<file path="config.mk">
export PLATFORM = sky130hd
export DESIGN_NAME = rst_sequencer
export DESIGN_NICKNAME = d
export VERILOG_FILES = /design/src/rtl/rst_sequencer.sv
export SDC_FILE = /design/constraint.sdc
export NUM_CORES = 1
export LEC_CHECK = 0
export CAP_MARGIN = 20
export CORE_ASPECT_RATIO = 1.5
export CORE_MARGIN = 8
export CORE_UTILIZATION = 55
export DETAILED_ROUTE_END_ITERATION = 10
export PLACE_DENSITY = 0.77
export SYNTH_ARGS = -nofsm -noshare
export SYNTH_HDL_FRONTEND = slang
export SYNTH_SLANG_ARGS = --single-unit
export TNS_END_PERCENT = 30
</file>
<file path="constraint.sdc">
create_clock -name clk_clk -period 6.17 [get_ports clk_clk]
set_input_delay 1.234 -clock clk_clk [delete_from_list [all_inputs] [get_ports clk_clk]]
set_output_delay 1.234 -clock clk_clk [all_outputs]
set_load 0.01 [all_outputs]
</file>
<file path="src/rtl/rst_sequencer.sv">
// ---------------------------------------------------------------------------
// rst_sequencer
//   Brings the CSR, Ethernet, eCPRI and DSP domains out of reset in order.
//   Each release stage dwells a minimum number of cycles, the Ethernet stage
//   waits for eth_ready with a bounded timeout and limited retries, and the
//   block drops back to CSR_REL on link loss or a soft-reset request.
//
// Ports
//   clk_clk      : clock for all logic
//   reset_reset  : asynchronous active-high reset
//   sw_reset_req : soft-reset request (level, clk_clk domain)
//   eth_ready    : Ethernet link/PCS ready (already synchronised)
//   csr_rst_n    : CSR domain reset, active-low
//   eth_rst      : Ethernet domain reset, active-high
//   ecpri_rst    : eCPRI domain reset, active-high
//   dsp_rst      : DSP domain reset, active-high
//   seq_done     : high only in RUN
//   seq_fault    : high only in FAULT
//   link_drop    : one-cycle pulse when eth_ready is lost
//   retry_cnt    : ETH_WAIT timeouts seen in the current bring-up
//   seq_state    : current state encoding
// ---------------------------------------------------------------------------
module rst_sequencer #(
    parameter int unsigned HOLD_CYCLES    = 16,
    parameter int unsigned TIMEOUT_CYCLES = 100000,
    parameter int unsigned MAX_RETRY      = 3,
    parameter int unsigned CNT_W          = 20
) (
    input  logic       clk_clk,
    input  logic       reset_reset,
    input  logic       sw_reset_req,
    input  logic       eth_ready,
    output logic       csr_rst_n,
    output logic       eth_rst,
    output logic       ecpri_rst,
    output logic       dsp_rst,
    output logic       seq_done,
    output logic       seq_fault,
    output logic       link_drop,
    output logic [3:0] retry_cnt,
    output logic [2:0] seq_state
);

    localparam int unsigned STATE_W = 3;
    localparam int unsigned RETRY_W = 4;

    typedef enum logic [STATE_W-1:0] {
        ST_ALL_RST   = 3'd0,
        ST_CSR_REL   = 3'd1,
        ST_ETH_WAIT  = 3'd2,
        ST_ECPRI_REL = 3'd3,
        ST_RUN       = 3'd4,
        ST_FAULT     = 3'd5
    } state_e;

    state_e             state_q, state_d;
    logic [CNT_W-1:0]   cnt_q, cnt_d;
    logic [RETRY_W-1:0] retry_q, retry_d;
    logic               arm_q;
    logic               enter;
    logic               hold_done;
    logic               timeout;

    logic csr_rst_n_q, csr_rst_n_d;
    logic eth_rst_q, eth_rst_d;
    logic ecpri_rst_q, ecpri_rst_d;
    logic dsp_rst_q, dsp_rst_d;
    logic seq_done_q, seq_done_d;
    logic seq_fault_q, seq_fault_d;
    logic link_drop_q, link_drop_d;

    assign hold_done = (cnt_q == CNT_W'(HOLD_CYCLES - 1));
    assign timeout   = (cnt_q == CNT_W'(TIMEOUT_CYCLES - 1));

    // Next-state, counter and retry logic
    always_comb begin
        state_d     = state_q;
        retry_d     = retry_q;
        enter       = 1'b0;
        link_drop_d = 1'b0;

        case (state_q)
            ST_ALL_RST: begin
                // Soft reset never re-asserts csr_rst_n, so it is ignored here
                if (arm_q && hold_done) begin
                    state_d = ST_CSR_REL;
                    enter   = 1'b1;
                end
            end
            ST_CSR_REL, ST_ETH_WAIT, ST_ECPRI_REL, ST_RUN, ST_FAULT: begin
                if (sw_reset_req) begin
                    // Soft reset wins over every other event in the same cycle
                    state_d = ST_CSR_REL;
                    retry_d = '0;
                    enter   = 1'b1;
                end else begin
                    case (state_q)
                        ST_CSR_REL: begin
                            if (hold_done) begin
                                state_d = ST_ETH_WAIT;
                                enter   = 1'b1;
                            end
                        end
                        ST_ETH_WAIT: begin
                            if (eth_ready) begin
                                state_d = ST_ECPRI_REL;
                                enter   = 1'b1;
                            end else if (timeout) begin
                                enter = 1'b1;
                                if (retry_q < RETRY_W'(MAX_RETRY)) begin
                                    retry_d = retry_q + RETRY_W'(1);
                                    state_d = ST_CSR_REL;
                                end else begin
                                    state_d = ST_FAULT;
                                end
                            end
                        end
                        ST_ECPRI_REL: begin
                            if (!eth_ready) begin
                                state_d     = ST_CSR_REL;
                                link_drop_d = 1'b1;
                                enter       = 1'b1;
                            end else if (hold_done) begin
                                state_d = ST_RUN;
                                retry_d = '0;
                                enter   = 1'b1;
                            end
                        end
                        ST_RUN: begin
                            if (!eth_ready) begin
                                state_d     = ST_CSR_REL;
                                link_drop_d = 1'b1;
                                enter       = 1'b1;
                            end
                        end
                        default: begin
                            // FAULT: only soft reset or hard reset leaves
                        end
                    endcase
                end
            end
            default: begin
                // Unused encodings recover through the full reset sequence
                state_d = ST_ALL_RST;
                retry_d = '0;
                enter   = 1'b1;
            end
        endcase

        // Counter restarts on every entry; saturates so long RUN/FAULT stays never wrap
        if (enter) begin
            cnt_d = '0;
        end else if (arm_q && (cnt_q != {CNT_W{1'b1}})) begin
            cnt_d = cnt_q + CNT_W'(1);
        end else begin
            cnt_d = cnt_q;
        end
    end

    // Output decode from the next state so outputs change on the entry edge
    always_comb begin
        csr_rst_n_d = 1'b1;
        eth_rst_d   = 1'b1;
        ecpri_rst_d = 1'b1;
        dsp_rst_d   = 1'b1;
        seq_done_d  = 1'b0;
        seq_fault_d = 1'b0;
        case (state_d)
            ST_ALL_RST: begin
                csr_rst_n_d = 1'b0;
            end
            ST_CSR_REL: begin
            end
            ST_ETH_WAIT: begin
                eth_rst_d = 1'b0;
            end
            ST_ECPRI_REL: begin
                eth_rst_d   = 1'b0;
                ecpri_rst_d = 1'b0;
            end
            ST_RUN: begin
                eth_rst_d   = 1'b0;
                ecpri_rst_d = 1'b0;
                dsp_rst_d   = 1'b0;
                seq_done_d  = 1'b1;
            end
            ST_FAULT: begin
                seq_fault_d = 1'b1;
            end
            default: begin
                csr_rst_n_d = 1'b0;
            end
        endcase
    end

    // State, counter and registered outputs. The first edge after reset
    // deassertion only arms the sequencer, so ALL_RST counts from a clean edge.
    always_ff @(posedge clk_clk or posedge reset_reset) begin
        if (reset_reset) begin
            state_q     <= ST_ALL_RST;
            cnt_q       <= '0;
            retry_q     <= '0;
            arm_q       <= 1'b0;
            csr_rst_n_q <= 1'b0;
            eth_rst_q   <= 1'b1;
            ecpri_rst_q <= 1'b1;
            dsp_rst_q   <= 1'b1;
            seq_done_q  <= 1'b0;
            seq_fault_q <= 1'b0;
            link_drop_q <= 1'b0;
        end else begin
            state_q     <= state_d;
            cnt_q       <= cnt_d;
            retry_q     <= retry_d;
            arm_q       <= 1'b1;
            csr_rst_n_q <= csr_rst_n_d;
            eth_rst_q   <= eth_rst_d;
            ecpri_rst_q <= ecpri_rst_d;
            dsp_rst_q   <= dsp_rst_d;
            seq_done_q  <= seq_done_d;
            seq_fault_q <= seq_fault_d;
            link_drop_q <= link_drop_d;
        end
    end

    assign csr_rst_n = csr_rst_n_q;
    assign eth_rst   = eth_rst_q;
    assign ecpri_rst = ecpri_rst_q;
    assign dsp_rst   = dsp_rst_q;
    assign seq_done  = seq_done_q;
    assign seq_fault = seq_fault_q;
    assign link_drop = link_drop_q;
    assign retry_cnt = retry_q;
    assign seq_state = state_q;

endmodule

</file>
==> results of run 1 <==
## worst max-delay path, stage by stage
cell and delay (ps):
clkdlybuf4s50_1 740, nor4bb_1 130, or4_1 510, a21oi_1 170
o211a_1 210, a21oi_1 100, or3_1 320
## placed cells by master (no fill, tap or decap), drive strengths merged, types with 2 or more instances in the layout
cell type | Yosys | final
nor2 | 31 | 31
inv | 6 | 6
nor4b | 2 | 2
buf | 4 | 2
nand2 | 17 | 17
o21ai | 4 | 4
and4 | 5 | 5
dfstp | 3 | 3
and3 | 7 | 7
a31oi | 2 | 2
nor4bb | 2 | 2
nand4 | 5 | 5
and2 | 2 | 2
nor3b | 2 | 2
nor2b | 5 | 5
nor4 | 5 | 5
or4 | 3 | 3
xor2 | 6 | 6
clkdlybuf4s50 | 0 | 17
mux2 | 2 | 2
o31a | 2 | 2
dfrtp | 32 | 32
a21oi | 5 | 5
clkbuf | 5 | 6
a211oi | 4 | 4
nor3 | 10 | 10
or3 | 5 | 5
ha | 2 | 2
xnor2 | 12 | 12
nand3 | 8 | 8
## through the flow
step	cell area, sq um	hold WS, ps	std cells	utilization
after global routing	2320	591	273	0.636
after floorplan	2070	533	212	-
after CTS	2320	550	273	0.636
after detailed placement	2200	532	265	0.604
after global placement	2200	505	265	0.604
final	2320	548	273	0.636
## per-layer routing
| metal | track usage | vias up |
|---|---|---|
| li1 | - | 790 |
| met1 | 0.157 | 795 |
| met2 | 0.282 | 33 |
| met3 | 0.0381 | 10 |
| met4 | 0.0716 | 0 |
| met5 | 0 | - |
## final timing paths
| kind | cells after the start | from | slack (ps) | end |
|---|---|---|---|---|
| max in group asynchronous | 3 | reset_reset | 4480 | ecpri_rst$_DFF_PP1_ |
| max reg2reg | 6 | seq_state[1]$_DFF_PP0_ | 3820 | retry_cnt[0]$_DFFE_PP0P_ |
| min | 1 | retry_cnt[1]$_DFFE_PP0P_ | 550 | retry_cnt[1]$_DFFE_PP0P_ |
| min in group asynchronous | 3 | reset_reset | 1340 | link_drop$_DFF_PP0_ |
| max | 7 | eth_ready | 2920 | csr_rst_n$_DFF_PP0_ |
| min reg2reg | 1 | retry_cnt[1]$_DFFE_PP0P_ | 550 | retry_cnt[1]$_DFFE_PP0P_ |
## logic make-up after synthesis
| group | Yosys count | synth area share |
|---|---|---|
| AND/OR/NAND/NOR | 112 | 0.301 |
| flip-flops | 35 | 0.426 |
| AO/OA/AOI/OAI | 26 | 0.107 |
| XOR/XNOR | 18 | 0.0763 |
| buffers and inverters | 15 | 0.0600 |
| multiplexers | 3 | 0.0157 |
| adder cells (fa/ha/maj) | 2 | 0.0121 |
| other | 1 | 0.00182 |
## sequential cells by signal, summed over array words and instances, names as in the netlist
name and cells:
csr_rst_n 1, seq_state 3, cnt_q 20, link_drop 1, eth_rst 1, seq_done 1
dsp_rst 1, arm_q 1, seq_fault 1, ecpri_rst 1, retry_cnt 4
## power breakdown
part           total, uW  switching, uW  internal, uW
Sequential           241           5.86           235
Clock                212           81.6           131
Combinational       38.7           19.3          19.4
## final cells by class
class                      count  area (sq um)
fill                         313          1330
multi-input combinational    162          1060
sequential                    35           880
timing repair buffer          19           185
clock buffer                   6          82.6
tap                           43          53.8
clock inverter                 2          35.0
inverter                       6          22.5
==> impl_metrics.tcl, run 1 <==
set metrics [dict create \
    status "finished clean" \
    vias 1628 \
    fin_nets 235 \
    worstMarginPinSlew_ps 575 \
    syn-num-nets 218 \
    post_cts_buffers 0 \
    cts_resized 0 \
    diodes 0 \
    cp_max_fo 12 \
    yosysMostFrequentCell "dfrtp_1" \
    leakagePower_uw 0.000934 \
    layout_min_cycle_time_ps 3250 \
    endpoint_kind "register" \
    synth_common_cells "dfrtp_1, nor2_1, nand2_1, xnor2_1, nor3_1" \
    grt_pass1_wl_mm 7.37 \
    wl_per_cell_microns 15.7 \
    synth_area_sq_mm 0.00207 \
    setup_viol 0 \
    yosysSeqAreaShare 0.426 \
    rows 27 \
    coreArea_sq_mm 0.00365 \
    fin_crit_sh 0.526 \
    met3_length_microns 157 \
    timing.final.hold_violations 0 \
    drive_gt1_frac 0.122 \
    highest_layer "met4" \
    grt_use_total 0.155 \
    ios 18 \
    final.setup.tns_ps 0 \
    wl_met2_mm 2.36 \
    async_reset_ff_frac 1.00 \
    pre_cts_ws_ps 2630 \
    syn_area_per_cell_sq_um 9.74 \
    critPathKind "input pin to register" \
    rsz0062_at_grt "no" \
    wl_met1_mm 1.66 \
    yosys_most_used_dff "dfrtp_1" \
    drt_iter0_drc 116 \
    io_buffers 17 \
    vias_per_cell 5.96 \
    cts_buffers 5 \
    synthDominantCellAreaShare 0.388 \
    synthTopCellsByArea "dfrtp_1, nor2_1, xnor2_1" \
    drv_cap 0 \
    grt_pass1_vias 1585 \
    dieArea_sq_mm 0.00601 \
    clock-sinks 35 \
    start_util 0.566 \
    final_antenna_net_count 0 \
    grt_max_degree 36 \
    setup_ws_ps 2920 \
    die_h_microns 91.1 \
    hp-class "register to register" \
    synth_top_cell_by_area "dfrtp_1" \
    hold_buffers 0 \
    clock_skew_ps 8.56 \
    cts_tree "built" \
    floorplan.die.width_microns 66.0 \
    finalPower_uw 492 \
    routabilityCongestion 0.856 \
    htreeDepth 2 \
    clk_latency_ps 290 \
    dpl.hpwl_mm 3.07 \
    crit_arrival_ps 3420 \
    cts_buffer_depth 2 \
    clock-root-buffer "clkbuf_8" \
    overflow 0 \
    slew_headroom 0.613 \
    area_growth_pct 12.4 \
    ys_ff_latch 35 \
    first_pass_iters 4 \
    ys_warn_count 0 \
    vdd_ir_drop_max_mv 0.281 \
    synth_edf_count 0 \
    cts.clk_slew.worst_paths_ps 70 \
    syn_inst 212 \
    crit_required_ps 6340 \
    antenna_found_initial 0 \
    yosysUniqueCellTypes 53 \
    slew_viol_final 0 \
    routed_wl_mm 4.29 \
    drc 0 \
    fmax_ghz 0.308 \
    cp-start-kind "input pin" \
    power.density_mw_per_mm2 212 \
]
No activity file was read; power rests on OpenSTA's default activity.
==> inputs of run 2 (changes only) <==
--- a/config.mk
+++ b/config.mk
@@ -8,9 +8,9 @@
 export CAP_MARGIN = 20
 export CORE_ASPECT_RATIO = 1.5
 export CORE_MARGIN = 8
-export CORE_UTILIZATION = 55
+export CORE_UTILIZATION = 52
 export DETAILED_ROUTE_END_ITERATION = 10
-export PLACE_DENSITY = 0.77
+export PLACE_DENSITY = 0.76
 export SYNTH_ARGS = -nofsm -noshare
 export SYNTH_HDL_FRONTEND = slang
 export SYNTH_SLANG_ARGS = --single-unit
==> constraint.sdc (replaced) <==
create_clock -name clk_clk -period 2.9 [get_ports clk_clk]
set_input_delay 0.58 -clock clk_clk [delete_from_list [all_inputs] [get_ports clk_clk]]
set_output_delay 0.58 -clock clk_clk [all_outputs]
set_load 0.01 [all_outputs]
==> impl_metrics.tcl, run 2 (synthesis results as in run 1) <==
set metrics [dict create \
    status "finished clean" \
    antenna_found_initial 0 \
    rsz0062_at_grt "no" \
    fin_hold_ws_ps 534 \
    routed_wl_mm 4.19 \
    post_cts_buffers 0 \
    cts_buffers 5 \
    top_register "cnt_q" \
    wl_per_cell_microns 15.1 \
    cts_buffer_depth 2 \
    grt_pass1_vias 1611 \
    layout_min_cycle_time_ps 2470 \
    fin_nets 238 \
    crit_path_start "eth_ready" \
    endpoint_kind "register" \
    cts_resized 0 \
    final_cell_mix "dfrtp_1, nor2_1, clkdlybuf4s50_1, nand2_1, xnor2_1" \
    slew_headroom 0.567 \
    vias_per_cell 5.76 \
    final.setup.tns_ps 0 \
    diodes 0 \
    hp-class "register to register" \
    setup_viol 0 \
    vias 1601 \
    pre_cts_ws_ps 154 \
    crit_arrival_ps 2650 \
    grt_use_met2 0.246 \
    drive_gt1_frac 0.133 \
    routabilityCongestion 0.823 \
    rows 28 \
    grt_use_met3 0.0347 \
    clk_latency_ps 290 \
    cp-start-kind "input pin" \
    layout_commonest_cell "dfrtp_1" \
    grt_pass1_wl_mm 7.39 \
    cts_tree "built" \
    power.density_mw_per_mm2 442 \
    leakagePower_uw 0.000946 \
    drc 0 \
    critPathKind "input pin to register" \
    worstMarginPinSlew_ps 644 \
    grt_most_used_layer "met2" \
    slew_viol_final 0 \
    crit_required_ps 3070 \
    floorplan.die.width_microns 67.5 \
    reg2reg_depth 6 \
    drt_iter0_drc 119 \
    clock_skew_ps 7.82 \
    hold_buffers 0 \
    clock-sinks 35 \
    cts.clk_slew.worst_paths_ps 80 \
    cp_max_fo 7 \
    dpl.hpwl_mm 3.02 \
    first_pass_iters 4 \
    vdd_ir_drop_max_mv 0.385 \
    setup_ws_ps 429 \
    grt.met1_usage 0.171 \
    overflow 0 \
    largest_reg_flops 20 \
    drv_cap 0 \
    final_antenna_net_count 0 \
    hp-start "retry_cnt[3]$_DFFE_PP0P_" \
    fin_crit_sh 0.852 \
    die_h_microns 93.2 \
    start_util 0.531 \
    grt_max_degree 36 \
    ios 18 \
    fmax_ghz 0.405 \
    area_growth_pct 13.3 \
    min_path_cells 1 \
    dieArea_sq_mm 0.00629 \
    coreArea_sq_mm 0.00389 \
    io_buffers 17 \
    htreeDepth 2 \
    reg2reg_from "cnt_q[5]$_DFFE_PP0P_" \
    timing.final.hold_violations 0 \
    clock-root-buffer "clkbuf_8" \
    grt_use_total 0.149 \
]
-- run 2: cell count changes in the layout (fill, tap and decap cells not counted), sizes merged --
cell    delta
clkinv     +1
clkbuf     -1
buf        +3
-- run 2: worst max-delay path, stage by stage --
cell and delay, ps:
clkdlybuf4s50_1 640, nor4bb_1 120, or4_1 520, a21oi_1 170, o211a_1 210, a21oi_1 90
or3_1 320
-- run 2: metrics by stage --
stage	instances	instance area, sq um	utilization	power [uW]
2_1_floorplan	212	2070	-	571
3_3_place_gp	270	2230	0.573	604
3_5_place_dp	270	2230	0.573	606
4_1_cts	278	2340	0.602	1040
5_1_grt	278	2340	0.602	1080
6_report	278	2340	0.602	1030
-- run 2: final cells by class --
class / instances / area [sq um]
fillers: 344 / 1550
multi-input cells: 162 / 1060
flip-flops and latches: 35 / 880
repair buffers: 22 / 208
clock buffers: 5 / 68.8
well taps: 45 / 56.3
clock inverters: 3 / 43.8
inverters: 6 / 22.5
-- run 2: path summary, 6_finish.rpt --
kind                                             to  slack, ps
min reg2reg                retry_cnt[3]$_DFFE_PP0P_        530
max                             csr_rst_n$_DFF_PP0_        430
max reg2reg                retry_cnt[0]$_DFFE_PP0P_        620
min                        retry_cnt[3]$_DFFE_PP0P_        530
max in group asynchronous       ecpri_rst$_DFF_PP1_       1890
min in group asynchronous       seq_fault$_DFF_PP0_        680
-- run 2: power by group --
part           internal (uW)  leakage (uW)  total (uW)  switching, uW
Sequential               500      0.000462         512           12.5
Clock                    256     0.0000581         440            184
Combinational           42.6      0.000426        82.7           40.0
-- run 2: routing by layer --
metal / routed length [microns] / vias to the layer above
li1: - / 791
met1: 1770 / 769
met2: 2150 / 28
met3: 142 / 13
met4: 119 / 0
met5: 0 / -
